[src/rtl/pll_ctrl_pkg.sv]
// Shared types and helpers for the PLL lock controller: state encoding,
// output bundle per state, and counter sizing.
package pll_ctrl_pkg;

   typedef enum logic [2:0] {
      ST_PLL_RST   = 3'd0,
      ST_WAIT_LOCK = 3'd1,
      ST_STABLE    = 3'd2,
      ST_RUN       = 3'd3,
      ST_FAIL      = 3'd4
   } pll_state_e;

   localparam int RETRY_W = 4;

   typedef struct packed {
      logic pll_reset;
      logic ddr_reset_n;
      logic ready;
      logic fail;
   } pll_outs_t;

   function automatic int cnt_width(input int a, input int b, input int c);
      int m;
      m = a;
      if (b > m) begin
         m = b;
      end else begin
         m = m;
      end
      if (c > m) begin
         m = c;
      end else begin
         m = m;
      end
      return $clog2(m);
   endfunction

   // Unknown encodings hold the PLL in reset and keep DDR2 in reset.
   function automatic pll_outs_t state_outs(input pll_state_e s);
      pll_outs_t o;
      o = '{pll_reset: 1'b0, ddr_reset_n: 1'b0, ready: 1'b0, fail: 1'b0};
      case (s)
         ST_PLL_RST:   o.pll_reset = 1'b1;
         ST_WAIT_LOCK: o.pll_reset = 1'b0;
         ST_STABLE:    o.pll_reset = 1'b0;
         ST_RUN: begin
            o.ddr_reset_n = 1'b1;
            o.ready       = 1'b1;
         end
         ST_FAIL:      o.fail = 1'b1;
         default:      o.pll_reset = 1'b1;
      endcase
      return o;
   endfunction

endpackage

[src/rtl/sync_2ff.sv]
// Two-flop synchronizer for a single asynchronous status bit, with a
// configurable reset value.
module sync_2ff #(
   parameter logic RST_VAL = 1'b0
) (
   input  logic clk,
   input  logic rst_n,
   input  logic d,
   output logic q
);

   logic meta_r;

   // Two-stage capture of the asynchronous input.
   always_ff @(posedge clk or negedge rst_n) begin
      if (!rst_n) begin
         meta_r <= RST_VAL;
         q      <= RST_VAL;
      end else begin
         meta_r <= d;
         q      <= meta_r;
      end
   end

endmodule

[src/rtl/pll_lock_monitor.sv]
// Lock-side controller for the DDR2 PLL: pulses the PLL reset, qualifies lock
// over a stable window, and gates the DDR2 subsystem reset with bounded retries.
module pll_lock_monitor
   import pll_ctrl_pkg::*;
#(
   parameter int RST_CYCLES     = 16,
   parameter int STABLE_CYCLES  = 1024,
   parameter int TIMEOUT_CYCLES = 65536,
   parameter int MAX_RETRIES    = 7
) (
   input  logic       clkin,
   input  logic       reset_n,
   input  logic       pll_lock,
   input  logic       relock_req,
   output logic       pll_reset,
   output logic       ddr_reset_n,
   output logic       ready,
   output logic       fail,
   output logic [3:0] retry_cnt
);

   localparam int CW = cnt_width(RST_CYCLES, STABLE_CYCLES, TIMEOUT_CYCLES);
   localparam logic [CW-1:0] CNT_ZERO    = CW'(0);
   localparam logic [CW-1:0] CNT_ONE     = CW'(1);
   localparam logic [CW-1:0] RST_LAST    = CW'(RST_CYCLES - 1);
   localparam logic [CW-1:0] STABLE_LAST = CW'(STABLE_CYCLES - 1);
   localparam logic [CW-1:0] TMO_LAST    = CW'(TIMEOUT_CYCLES - 1);
   localparam logic [RETRY_W-1:0] RETRY_MAX = RETRY_W'(MAX_RETRIES);
   localparam logic [RETRY_W-1:0] RETRY_SAT = {RETRY_W{1'b1}};
   localparam logic [RETRY_W-1:0] RETRY_ONE = RETRY_W'(1);

   pll_state_e         state_r;
   logic [CW-1:0]      cnt_r;
   logic [RETRY_W-1:0] retry_r;
   pll_outs_t          outs_r;
   logic               lock_s;

   sync_2ff #(.RST_VAL(1'b0)) u_lock_sync (
      .clk   (clkin),
      .rst_n (reset_n),
      .d     (pll_lock),
      .q     (lock_s)
   );

   // Single-block FSM: state, shared counter, retry count and outputs change together.
   always_ff @(posedge clkin or negedge reset_n) begin
      if (!reset_n) begin
         state_r <= ST_PLL_RST;
         cnt_r   <= CNT_ZERO;
         retry_r <= {RETRY_W{1'b0}};
         outs_r  <= state_outs(ST_PLL_RST);
      end else if (relock_req) begin
         state_r <= ST_PLL_RST;
         cnt_r   <= CNT_ZERO;
         retry_r <= {RETRY_W{1'b0}};
         outs_r  <= state_outs(ST_PLL_RST);
      end else begin
         case (state_r)
            ST_PLL_RST: begin
               if (cnt_r == RST_LAST) begin
                  state_r <= ST_WAIT_LOCK;
                  cnt_r   <= CNT_ZERO;
                  outs_r  <= state_outs(ST_WAIT_LOCK);
               end else begin
                  cnt_r <= cnt_r + CNT_ONE;
               end
            end
            ST_WAIT_LOCK: begin
               if (lock_s) begin
                  state_r <= ST_STABLE;
                  cnt_r   <= CNT_ZERO;
                  outs_r  <= state_outs(ST_STABLE);
               end else if (cnt_r == TMO_LAST) begin
                  cnt_r <= CNT_ZERO;
                  if (retry_r < RETRY_MAX) begin
                     state_r <= ST_PLL_RST;
                     retry_r <= (retry_r == RETRY_SAT) ? retry_r : retry_r + RETRY_ONE;
                     outs_r  <= state_outs(ST_PLL_RST);
                  end else begin
                     state_r <= ST_FAIL;
                     outs_r  <= state_outs(ST_FAIL);
                  end
               end else begin
                  cnt_r <= cnt_r + CNT_ONE;
               end
            end
            ST_STABLE: begin
               if (!lock_s) begin
                  state_r <= ST_WAIT_LOCK;
                  cnt_r   <= CNT_ZERO;
                  outs_r  <= state_outs(ST_WAIT_LOCK);
               end else if (cnt_r == STABLE_LAST) begin
                  state_r <= ST_RUN;
                  cnt_r   <= CNT_ZERO;
                  retry_r <= {RETRY_W{1'b0}};
                  outs_r  <= state_outs(ST_RUN);
               end else begin
                  cnt_r <= cnt_r + CNT_ONE;
               end
            end
            ST_RUN: begin
               if (!lock_s) begin
                  state_r <= ST_WAIT_LOCK;
                  cnt_r   <= CNT_ZERO;
                  outs_r  <= state_outs(ST_WAIT_LOCK);
               end else begin
                  cnt_r <= CNT_ZERO;
               end
            end
            ST_FAIL: begin
               cnt_r <= CNT_ZERO;
            end
            default: begin
               state_r <= ST_PLL_RST;
               cnt_r   <= CNT_ZERO;
               outs_r  <= state_outs(ST_PLL_RST);
            end
         endcase
      end
   end

   assign pll_reset   = outs_r.pll_reset;
   assign ddr_reset_n = outs_r.ddr_reset_n;
   assign ready       = outs_r.ready;
   assign fail        = outs_r.fail;
   assign retry_cnt   = retry_r;

endmodule
[config.mk]
export PLATFORM = sky130hd
export DESIGN_NAME = pll_lock_monitor
export DESIGN_NICKNAME = d
export VERILOG_FILES = /design/src/rtl/pll_ctrl_pkg.sv /design/src/rtl/sync_2ff.sv /design/src/rtl/pll_lock_monitor.sv
export SDC_FILE = /design/constraint.sdc
export NUM_CORES = 1
export LEC_CHECK = 0
export CAP_MARGIN = 20
export CORE_MARGIN = 10
export CORE_UTILIZATION = 60
export DETAILED_ROUTE_END_ITERATION = 10
export GPL_ROUTABILITY_DRIVEN = 1
export PLACE_DENSITY = 0.83
export SLEW_MARGIN = 30
export SYNTH_ARGS = -nofsm -noshare
export SYNTH_HDL_FRONTEND = slang
export SYNTH_SLANG_ARGS = --single-unit
[constraint.sdc]
create_clock -name clkin -period 4.35 [get_ports clkin]
set_input_delay 0.6525 -clock clkin [delete_from_list [all_inputs] [get_ports clkin]]
set_output_delay 0.6525 -clock clkin [all_outputs]
set_load 0.01 [all_outputs]
==> impl_metrics.csv <==
group,metric,value,unit
outcome,status,"completed",
critical_path,cp_data_required_time,4580,ps
clock_tree,cts_buffers,3,
drt,vias_per_cell,6.11,
synth,synth_fp_nets,162,
critical_path,cp_max_fo,15,
sta,skew,0.955,ps
synth,synth_seq_cells,27,
critical_path,cp_top_family,"simple AND/OR/NAND/NOR gates",
floorplan,die_w,70.0,um
sta,slew-limit-headroom,0.652,
critical_path,crit_buf_inv,0,
critical_path,slowest_stage,"or4_4",
critical_path,cp.arrival,2380,ps
sta,finalWorstPathRequiredPeriod,2160,ps
sta,max_freq,0.464,GHz
global_routing,grt.total_usage,0.126,
placed_design,numPortBuffers,11,
synth,post_synth_num_cell_types,47,
cells_and_area,fillers,201,
global_routing,grt_max_degree,28,
run,drv_cap,0,
global_routing,grt_pass1_vias,1168,
clock_tree,clockRootBuffer,"clkbuf_4",
placed_design,dp_hpwl,2250,um
drt,routedWlPerCell,15.2,um
global_routing,gr-total-overflow,0,
hold_path,min_path_cells,0,
cells_and_area,num-nets-final,175,
synth,ys_seq_area_frac,0.450,
cells_and_area,final_core_util,0.680,
power,power_leakage,0.659,nW
synth,yosys_most_used_dff,"dfrtp_1",
critical_path,crit_path_end_kind,"flop",
floorplan,io-pin-count,12,
synth,synth_edf_count,0,
sta,fin_setup_tns,0,ps
synth,avgSynthCellArea,9.63,sq um
power,power_density,346,nW/um^2
sta,setup_violations,0,
floorplan,initial_utilization,0.618,
synth,synth.largest_area_cell,"dfrtp_1",
clock_tree,cts_num_sinks,27,
cells_and_area,drive_above_1_share,0.101,
global_routing,grt_pass1_wl,5280,um
sta,hold_violations,0,
floorplan,die_h,70.0,um
clock_tree,post-cts-setup-buffers,0,
drt,first_pass_iters,4,
synth,ys_warn_count,0,
hold_path,hp-class,"reg2reg",
critical_path,max_stage_delay,580,ps
cells_and_area,final_common_cell,"dfrtp_1",
cells_and_area,antenna_cells,0,
global_routing,antenna_found_initial,0,
cells_and_area,layout_common_cells,"26 x dfrtp_1, 22 x nor2_1, 11 x clkdlybuf4s50_1",
synth,synth-async-reset-ratio,1.00,
sta,drv_slew,0,
synth,synth.area.top_cells,"dfrtp_1 43%, xnor2_1 5.8%, nor2_1 5.5%",
power,ir_worst_vdd,0.286,mV
critical_path,crit_chain,"or4_4 > nor4_4 > or3_1 > a31o_4 > nor2_1",
drt,drc,0,
synth,syn_area,1500,sq um
clock_tree,cts_max_level,1,
floorplan,core.rowCount,18,
clock_tree,postCtsHoldBufs,0,
synth,synthCells,156,
clock_tree,clkLatencyLatePin,320,ps
critical_path,crit_type,"reg2reg",
drt,drt-total-wl,3010,um
sta,rsz0062_at_grt,"no",
clock_tree,cts_max_path_buffers,2,
sta,worst_pin_slew,514,ps
sta,period_share,0.495,
floorplan,core-area,2430,sq um
clock_tree,clkTransAtPathRegs,140,ps
floorplan,dieArea,4910,sq um
drt,ant_nets,0,
clock_tree,tritoncts,"built",
drt,drt_iter0_markers,56,
clock_tree,cts_resized,0,
drt,vias,1210,
critical_path,reg2reg_depth,5,
critical_path,cp.depth,5,
critical_path,startpoint_type,"flop",
cells_and_area,syn_to_final_growth,10.1,%
synth,synth_top_area_share,0.433,
placed_design,routabilityCongestion,0.855,
## path summary, 6_finish.rpt
kind | slack, ps | startpoint | endpoint
worst min-delay path | 380 | u_lock_sync.meta_r$_DFF_PN0_ | u_lock_sync.q$_DFF_PN0_
min in group asynchronous | 670 | reset_n | cnt_r[15]$_DFF_PN0_
max in group asynchronous | 3380 | reset_n | pll_reset$_DFFE_PN1P_
worst max register to register | 2190 | cnt_r[12]$_DFF_PN0_ | cnt_r[3]$_DFF_PN0_
worst min register to register | 380 | u_lock_sync.meta_r$_DFF_PN0_ | u_lock_sync.q$_DFF_PN0_
worst max-delay path | 2190 | cnt_r[12]$_DFF_PN0_ | cnt_r[3]$_DFF_PN0_
## worst reg2reg max path: stages (launching register included)
cell,delay [ps]
dfrtp_1,460
or4_4,580
nor4_4,470
or3_1,210
a31o_4,260
nor2_1,80
## registers in the layout, indices dropped and copies added, names as in the netlist
signal / count
cnt_r: 16
retry_cnt: 4
pll_reset: 1
state_r: 3
ddr_reset_n: 1
u_lock_sync.meta_r: 1
u_lock_sync.q: 1
## where the power goes
part / internal [mW] / leakage [nW] / total, mW / switching (mW)
logic: 0.0737 / 0.277 / 0.161 / 0.0870
clock network: 0.0345 / 0.0177 / 0.108 / 0.0733
registers: 0.275 / 0.364 / 0.305 / 0.0300
## per-layer routing
metal	part of all wire	track usage
met5	0	0
met4	0.018	0.0570
met3	0.059	0.0325
met2	0.48	0.195
met1	0.45	0.159
## cell usage after synthesis (2+ instances only)
cell / instances
buf_4: 2
and3_1: 2
nor3_1: 3
nand2_1: 9
dfrtp_1: 26
ha_1: 2
or4_4: 2
a21oi_1: 8
xor2_1: 4
xnor2_1: 10
nand2b_1: 2
nor4_1: 4
or3_1: 3
nand4_1: 4
or2_2: 2
inv_1: 7
a22oi_1: 2
o21ai_0: 5
o211ai_1: 3
a31oi_1: 4
nand3_1: 5
nor2_1: 22
## cell families after synthesis
| group | Yosys count | share of synthesized area |
|---|---|---|
| adders and majority gates | 2 | 0.0167 |
| and+or+nand+nor | 71 | 0.270 |
| DFF | 27 | 0.450 |
| xor gates and xnor gates | 14 | 0.0816 |
| buffers and inverters | 11 | 0.0383 |
| muxes | 1 | 0.00749 |
| AOI/OAI and AO/OA | 30 | 0.136 |
## area by class of cell
class,count,area [sq um],area share
clock inverters,1,5.00,0.00303
repair buffers,12,118,0.0711
multi-input cells,118,768,0.464
inverters,7,26.3,0.0159
well taps,30,37.5,0.0227
clock buffers,3,22.5,0.0136
flip-flops and latches,27,677,0.409
## metrics by stage
stage	hold slack [ps]	instances	area (sq um)	power [mW]	setup WS, ps
2_1_floorplan	331	156	1500	0.420	2360
3_3_place_gp	333	194	1630	0.462	2160
3_5_place_dp	348	194	1630	0.470	2050
4_1_cts	375	198	1650	0.580	2200
5_1_grt	390	198	1650	0.613	2010
6_report	382	198	1650	0.573	2190
(Power assumes the default switching activity.)
